File: src/rtl/instr_prefetch_unit.sv
// Instruction prefetch stage: issues ROM reads, captures the 1-cycle-latency data,
// tags opcode/immediate words and buffers them in a small FIFO with valid/ready output.
module instr_prefetch_unit #(
    parameter int ADDR_W = 5,
    parameter int DATA_W = 8,
    parameter int DEPTH  = 4
) (
    input  logic                     clock,
    input  logic                     resetn,
    input  logic                     fetch_en,
    input  logic                     jump_valid,
    input  logic [ADDR_W-1:0]        jump_addr,
    output logic [ADDR_W-1:0]        rom_address,
    input  logic [DATA_W-1:0]        rom_q,
    output logic [DATA_W-1:0]        out_data,
    output logic                     out_is_imm,
    output logic [ADDR_W-1:0]        out_addr,
    output logic                     out_valid,
    input  logic                     out_ready,
    output logic [$clog2(DEPTH):0]   level
);

    localparam int PTR_W = $clog2(DEPTH);
    localparam int LVL_W = PTR_W + 1;
    localparam logic [LVL_W:0] DEPTH_C = (LVL_W + 1)'(DEPTH);

    typedef enum logic {
        TAG_OPCODE = 1'b0,
        TAG_IMM    = 1'b1
    } tag_state_t;

    logic [ADDR_W-1:0] pc_q, pc_d;
    logic              inflight_q, inflight_d;
    logic [ADDR_W-1:0] inflight_addr_q, inflight_addr_d;
    tag_state_t        tag_q, tag_d;
    logic [PTR_W-1:0]  wr_ptr_q, wr_ptr_d;
    logic [PTR_W-1:0]  rd_ptr_q, rd_ptr_d;
    logic [LVL_W-1:0]  level_q, level_d;
    logic [DATA_W-1:0] last_data_q, last_data_d;
    logic [ADDR_W-1:0] last_addr_q, last_addr_d;
    logic              last_imm_q, last_imm_d;

    logic [LVL_W:0]    credit_used;
    logic              issue;
    logic              push;
    logic              pop;
    logic              push_imm;
    logic              fifo_nonempty;

    logic [DEPTH-1:0]                 wr_en;
    logic [DEPTH-1:0][DATA_W-1:0]     entry_data;
    logic [DEPTH-1:0][ADDR_W-1:0]     entry_addr;
    logic [DEPTH-1:0]                 entry_imm;

    // Storage entries carry no reset: only slots between rd and wr pointers are ever observed.
    generate
        for (genvar gi = 0; gi < DEPTH; gi++) begin : g_entry
            logic [DATA_W-1:0] data_q;
            logic [ADDR_W-1:0] addr_q;
            logic              imm_q;

            assign wr_en[gi] = push && (wr_ptr_q == PTR_W'(gi));

            always_ff @(posedge clock) begin
                if (wr_en[gi]) begin
                    data_q <= rom_q;
                    addr_q <= inflight_addr_q;
                    imm_q  <= push_imm;
                end
            end

            assign entry_data[gi] = data_q;
            assign entry_addr[gi] = addr_q;
            assign entry_imm[gi]  = imm_q;
        end
    endgenerate

    // Credit counts the in-flight read so a capture can never overflow the FIFO.
    always_comb begin
        fifo_nonempty = (level_q != '0);
        credit_used   = {1'b0, level_q} + {{LVL_W{1'b0}}, inflight_q};
        issue         = fetch_en & ~jump_valid & (credit_used < DEPTH_C);
        push          = inflight_q & ~jump_valid;
        pop           = fifo_nonempty & out_ready & ~jump_valid;
        push_imm      = (tag_q == TAG_IMM);
    end

    always_comb begin
        out_valid   = fifo_nonempty;
        out_data    = fifo_nonempty ? entry_data[rd_ptr_q] : last_data_q;
        out_addr    = fifo_nonempty ? entry_addr[rd_ptr_q] : last_addr_q;
        out_is_imm  = fifo_nonempty ? entry_imm[rd_ptr_q]  : last_imm_q;
        rom_address = pc_q;
        level       = level_q;
    end

    always_comb begin
        pc_d            = pc_q;
        inflight_d      = issue;
        inflight_addr_d = inflight_addr_q;
        tag_d           = tag_q;
        wr_ptr_d        = wr_ptr_q;
        rd_ptr_d        = rd_ptr_q;
        level_d         = level_q;
        last_data_d     = out_data;
        last_addr_d     = out_addr;
        last_imm_d      = out_is_imm;

        if (jump_valid) begin
            pc_d     = jump_addr;
            tag_d    = TAG_OPCODE;
            wr_ptr_d = '0;
            rd_ptr_d = '0;
            level_d  = '0;
        end else begin
            if (issue) begin
                pc_d            = pc_q + ADDR_W'(1);
                inflight_addr_d = pc_q;
            end

            // An mvi opcode marks the next captured word as its immediate.
            if (push) begin
                wr_ptr_d = wr_ptr_q + PTR_W'(1);
                case (tag_q)
                    TAG_OPCODE: tag_d = (rom_q[DATA_W-1:DATA_W-2] == 2'b01) ? TAG_IMM : TAG_OPCODE;
                    TAG_IMM:    tag_d = TAG_OPCODE;
                    default:    tag_d = TAG_OPCODE;
                endcase
            end

            if (pop) begin
                rd_ptr_d = rd_ptr_q + PTR_W'(1);
            end

            case ({push, pop})
                2'b10:   level_d = level_q + LVL_W'(1);
                2'b01:   level_d = level_q - LVL_W'(1);
                default: level_d = level_q;
            endcase
        end
    end

    always_ff @(posedge clock or negedge resetn) begin
        if (!resetn) begin
            pc_q            <= '0;
            inflight_q      <= 1'b0;
            inflight_addr_q <= '0;
            tag_q           <= TAG_OPCODE;
            wr_ptr_q        <= '0;
            rd_ptr_q        <= '0;
            level_q         <= '0;
            last_data_q     <= '0;
            last_addr_q     <= '0;
            last_imm_q      <= 1'b0;
        end else begin
            pc_q            <= pc_d;
            inflight_q      <= inflight_d;
            inflight_addr_q <= inflight_addr_d;
            tag_q           <= tag_d;
            wr_ptr_q        <= wr_ptr_d;
            rd_ptr_q        <= rd_ptr_d;
            level_q         <= level_d;
            last_data_q     <= last_data_d;
            last_addr_q     <= last_addr_d;
            last_imm_q      <= last_imm_d;
        end
    end

endmodule

File: config.mk
export PLATFORM = sky130hd
export DESIGN_NAME = instr_prefetch_unit
export DESIGN_NICKNAME = d
export VERILOG_FILES = /design/src/rtl/instr_prefetch_unit.sv
export SDC_FILE = /design/constraint.sdc
export NUM_CORES = 1
export LEC_CHECK = 0
export BUFFER_PORTS_ARGS = -buffer_cell sky130_fd_sc_hd__buf_2
export CAP_MARGIN = 40
export CORE_AREA = 2 2 118 97
export CTS_BUF_LIST = sky130_fd_sc_hd__clkbuf_4 sky130_fd_sc_hd__clkbuf_8 sky130_fd_sc_hd__clkbuf_16
export DETAILED_ROUTE_END_ITERATION = 6
export DIE_AREA = 0 0 120 99
export GPL_ROUTABILITY_DRIVEN = 0
export HOLD_SLACK_MARGIN = 0.08
export PLACE_DENSITY = 0.54
export SKIP_CTS_REPAIR_TIMING = 1
export SLEW_MARGIN = 20
export SYNTH_ARGS = -nofsm -noshare
export SYNTH_HDL_FRONTEND = slang
export SYNTH_SLANG_ARGS = --single-unit
File: constraint.sdc
create_clock -name clock -period 2.5 [get_ports clock]
set_input_delay 0.25 -clock clock [delete_from_list [all_inputs] [get_ports clock]]
set_output_delay 0.25 -clock clock [all_outputs]
set_load 0.03 [all_outputs]
# Word level (Yosys, flattened, before mapping)
# Index checks and enable logic that the tools add are counted.
dict set report word_totals {
  in_bits 18
  word_cells 75
  ff_bits 89
  out_inout_bits 23
}
dict set report op_classes {
  reduce_logical 11
  bitwise 7
  n_eq_ne 6
  mux 21
  addsub 6
  n_lt_le_gt_ge 2
}
# operator n
set op_table {}
lappend op_table {{$mux W5} 4}
lappend op_table {{$bmux W8 S2} 1}
lappend op_table {{$mux W8} 2}
lappend op_table {{$bmux W5 S2} 1}
lappend op_table {{$mux W2} 4}
lappend op_table {{$eq A2 B1 Y1 const B} 3}
lappend op_table {{$eq A2 B2 Y1 const B} 3}
lappend op_table {{$pmux W3 S2} 1}
lappend op_table {{$reduce_bool A2 Y1} 3}
lappend op_table {{$reduce_bool A3 Y1} 2}
lappend op_table {{$add A5 B1 Y5 const B} 1}
lappend op_table {{$and A1 B1 Y1} 5}
lappend op_table {{$mux W1} 5}
lappend op_table {{$add A2 B1 Y2 const B} 2}
lappend op_table {{$add A3 B1 Y4} 1}
lappend op_table {{$logic_and A1 B1 Y1} 4}
lappend op_table {{$lt A4 B3 Y1 const B} 1}
lappend op_table {{$add A3 B1 Y3 const B} 1}
lappend op_table {{$lt A2 B3 Y1 const B} 1}
lappend op_table {{$mux W3} 1}
lappend op_table {{$sub A3 B1 Y3 const B} 1}
lappend op_table {{$bmux W1 S2} 1}
lappend op_table {{$logic_not A2 Y1} 1}
lappend op_table {{$not A1 Y1} 2}
lappend op_table {{other kinds (2)} 2}

# Logic depth before layout (Yosys ltp)
dict set report logic_depth {
  word_depth 6
  ltp_mapped 7
  depth_no_buf 6
}

# Worst setup path after synthesis
# OpenSTA, ideal clock, no wires.
dict set report synth_path {
  path_kind {reg2reg}
  start {register level_q[0] (netlist: level[0])}
  end {register level_q[2] (netlist: level[2])}
  stages_incl_launch_ff 7
  slack_ns 0.046
  setup_ns 0.082
  required_ns 2.418
  arrival_ns 2.372
  n_path_buf 1
  synth_period_minus_slack_ns 2.454
  cell_sequence {dfrtp_1 -> buf_2 -> o31ai_1 -> nor3_1 -> fa_1 -> or4_2 -> a31oi_1}
}
dict set report synth_via {
  elab_chain_len 6
  elab_cells_between_ends 10
  classes_between {add/sub: 2; eq/ne: 2; mux: 2; bitwise: 2; reduce/logical: 2}
}
# element line
set synth_lines {}
lappend synth_lines {{start: declaration} 38} ;# logic [LVL_W-1:0] level_q, level_d;
lappend synth_lines {{start signal: assignment} 162} ;# level_q <= level_d;
lappend synth_lines {{$reduce_bool A3 Y1} 80} ;# fifo_nonempty = (level_q != '0);
lappend synth_lines {{$and A1 B1 Y1 (2 in a row)} 84} ;# pop = fifo_nonempty & out_ready & ~jump_valid;
lappend synth_lines {{$eq A2 B1 Y1 / $eq A2 B2 Y1 (equally long branches)} 135} ;# case ({push, pop})
lappend synth_lines {{$pmux W3 S2} 135}
lappend synth_lines {{$mux W3} 109} ;# if (jump_valid) begin
# Several ways; a longest one is shown, not always the timed one.
# A chain may end at the register's enable or synchronous reset.

# Worst setup path in the final report
dict set report layout_path {
  start {register rd_ptr_q[0]}
  end {output port out_addr[3]}
}
dict set report layout_via {
  elab_chain_len 3
}
# element line
set layout_lines {}
lappend layout_lines {{start: declaration} 37} ;# logic [PTR_W-1:0] rd_ptr_q, rd_ptr_d;
lappend layout_lines {{start signal: assignment} 161} ;# rd_ptr_q <= rd_ptr_d;
lappend layout_lines {{$bmux W5 S2} 91} ;# out_addr = fifo_nonempty ? entry_addr[rd_ptr_q] : last_addr_q;
lappend layout_lines {{$mux W5 (implied by the code)} 91}
lappend layout_lines {{$mux W5} 91}
lappend layout_lines {{end: declaration} 17} ;# output logic [ADDR_W-1:0] out_addr,
# No other way between the ends. The select of a mux whose other input is x is not followed.

==> flow_summary.json <==
{
  "io_pins": 41,
  "grt_overflow_total": 0,
  "synth.top_cell.area_share": 0.458,
  "syn_area_per_cell_um2": 17.9,
  "synth.largest_area_cell": "edfxtp_1",
  "syn-cell-area_mm2": 0.00367,
  "cts_root_buf": "clkbuf_16",
  "grt_pass1_wl_mm": 10.9,
  "slowest_delay_ps": 530,
  "fin_skew_ps": 5.62,
  "drt_iter0_markers": 179,
  "outcome": "complete, no violations",
  "die_area_mm2": 0.0119,
  "dpl.hpwl_mm": 4.22,
  "die_h_um": 99,
  "cts_tree": "built",
  "leakagePower_nw": 1.74,
  "synth-edff-count": 56,
  "grt_max_degree": 34,
  "max_slew_margin": 0.730,
  "area_growth_syn_to_layout_pct": 20.9,
  "yosysWarnings": 0,
  "wire_per_inst_um": 16.2,
  "fin_crit_ps": 2220,
  "slew_violations": 0,
  "dr.pass1.iters": 4,
  "setup_viol": 0,
  "routed_wl_mm": 6.64,
  "syn-instance-count": 205,
  "min_path_type": "in -> reg",
  "async_flop_share": 0.371,
  "cp.arrival_ps": 1970,
  "num_rows": 34,
  "clock_path_buffers": 2,
  "irDropWorstVdd_mv": 0.327,
  "ys_seq_area_frac": 0.682,
  "routed_via_density": 4.69,
  "drv_cap": 0,
  "grt_usage": 0.122,
  "path_cells": "buf_12 > mux4_2 > mux2_2 > buf_2",
  "synthTopCellsByArea": "edfxtp_1 46%, dfrtp_1 22%, mux4_2 8.6%",
  "final_core_util": 0.416,
  "hold_violations": 0,
  "synth_seq_cells": 89,
  "finalCritPeriodShare": 0.888,
  "die_w_um": 120,
  "criticalPathCategory": "reg -> out",
  "cts.reportedPaths.clkPinSlew_ps": 60,
  "drive_gt1_frac": 0.419,
  "startpoint_type": "register",
  "cp-end-kind": "primary output",
  "fillers": 984,
  "worstMarginPinSlew_ps": 400,
  "synth_flop_cell": "edfxtp_1",
  "yosysUniqueCellTypes": 42,
  "htreeDepth": 3,
  "worst-path-max-fanout": 14,
  "clkSinkCount": 89,
  "cp_slowest_cell": "mux4_2",
  "drc_errors": 0,
  "vias": 1917,
  "powerDensity_mw_per_mm2": 943,
  "syn_nets": 229,
  "initial_core_util": 0.344,
  "clock_latency_ps": 330,
  "crit_required_ps": 2250,
  "hold_slack_ps": 134,
  "io_buffers": 40,
  "grt_pass1_vias": 2012,
  "nets": 284,
  "rsz0062_at_grt": "false",
  "tns_ps": 0,
  "grt_antenna_before_repair": 0,
  "antenna_left": 0,
  "max_freq_ghz": 0.451,
  "antennaDiodeCount": 0,
  "cts_buffers": 9,
  "fp.coreArea_mm2": 0.0107
}
## where the power goes
group	switching (W)	internal (W)
sequential	0.0000842	0.00176
clock	0.000512	0.000904
combinational	0.000561	0.000365
total	0.00116	0.00303
## synth_stat cells, types with 2 or more instances
cell / count
xor2_1: 2
and2_1: 5
inv_1: 6
and3_1: 3
ha_1: 5
nor2_1: 7
buf_6: 3
a211o_1: 2
mux2_2: 14
and2b_2: 2
nor3_1: 2
mux2_4: 5
o21ai_0: 2
edfxtp_1: 56
buf_2: 5
nor4b_1: 3
mux4_2: 14
a31oi_1: 2
a311oi_1: 2
xnor2_1: 4
dfrtp_1: 33
a221o_1: 3
clkbuf_1: 3
a21oi_1: 4
## metal layers
| metal | vias to the layer above | GRT usage | share of wire |
|---|---|---|---|
| met4 | 0 | 0.0281 | 0.012 |
| met3 | 8 | 0.0509 | 0.053 |
| met5 | - | 0 | 0 |
| met2 | 50 | 0.190 | 0.46 |
| met1 | 955 | 0.162 | 0.48 |
| li1 | 904 | - | - |
## through the flow
stage	cell area, µm²	std cells	setup slack (ps)	total power (W)
6_report	4440	409	281	0.00419
5_1_grt	4440	409	183	0.00439
2_1_floorplan	3670	205	45.5	0.00253
3_3_place_gp	4100	391	503	0.00279
3_5_place_dp	4100	391	432	0.00281
4_1_cts	4410	407	242	0.00424
## sequential cells by signal (all words and copies together) (netlist names)
| register | count |
|---|---|
| g_entry.data_q | 32 |
| g_entry.addr_q | 20 |
| last_data_q | 8 |
| inflight_addr_q | 5 |
| last_addr_q | 5 |
| rom_address | 5 |
| g_entry.imm_q | 4 |
| level | 3 |
| rd_ptr_q | 2 |
| wr_ptr_q | 2 |
| inflight_q | 1 |
| last_imm_q | 1 |
| push_imm | 1 |
## path summary, 6_finish.rpt
kind | endpoint | slack, ps | depth (start not counted) | startpoint
worst max-delay path | out_addr[3] | 280 | 4 | rd_ptr_q[0]
worst min-delay path | g_entry[2].data_q[1] | 130 | 1 | rom_q[1]
worst max register to register | level[2] | 430 | 5 | level[0]
worst min register to register | last_addr_q[3] | 490 | 1 | last_addr_q[3]
max in group asynchronous | rom_address[1] | 1790 | 3 | resetn
min in group asynchronous | last_data_q[3] | 290 | 2 | resetn
## layout by cell type (no fill, tap or decap), types with 2 or more instances in the layout
cell       instances
inv_1              6
buf_2             40
o21ai_0            2
xor2_1             2
ha_1               5
a31oi_1            2
nor2_1             7
a211o_1            2
nor3_1             2
bufinv_16          2
xnor2_1            4
mux2_2            14
clkbuf_16          9
buf_12             2
buf_4             12
a21oi_1            4
and2_1             5
dfrtp_1           33
edfxtp_1          56
and3_1             3
a311oi_1           2
and2b_2            2
clkbuf_4           3
a221o_1            3
mux2_4             5
mux4_2            14
nor4b_1            3
## cells by family (layout without fill, tap and decap cells)
kind of cell             after synthesis  count (layout)  synth area share
adder cells (fa/ha/maj)                6               6            0.0225
flip-flops                            89              89             0.682
buffers and inverters                 18              78            0.0262
multiplexers                          34              34             0.152
AND/OR/NAND/NOR                       34              34            0.0667
AO/OA/AOI/OAI                         18              18            0.0361
XOR/XNOR                               6               6            0.0143
## final cells by class
cell class / instances / area (µm²) / share of cell area
multi-input cells: 98 / 1070 / 0.241
well taps: 144 / 180 / 0.0406
clock buffers: 12 / 248 / 0.0558
inverters: 7 / 26.3 / 0.00592
clock inverters: 4 / 68.8 / 0.0155
repair buffers: 55 / 340 / 0.0766
flip-flops and latches: 89 / 2510 / 0.565
## critical path: cells and delay by family (launching register included)
family | cells | cell delay, ps
DFF | 1 | 440
muxes | 2 | 820
buffers and inverters | 2 | 380
Note: power is estimated with default switching activity, not from simulation.
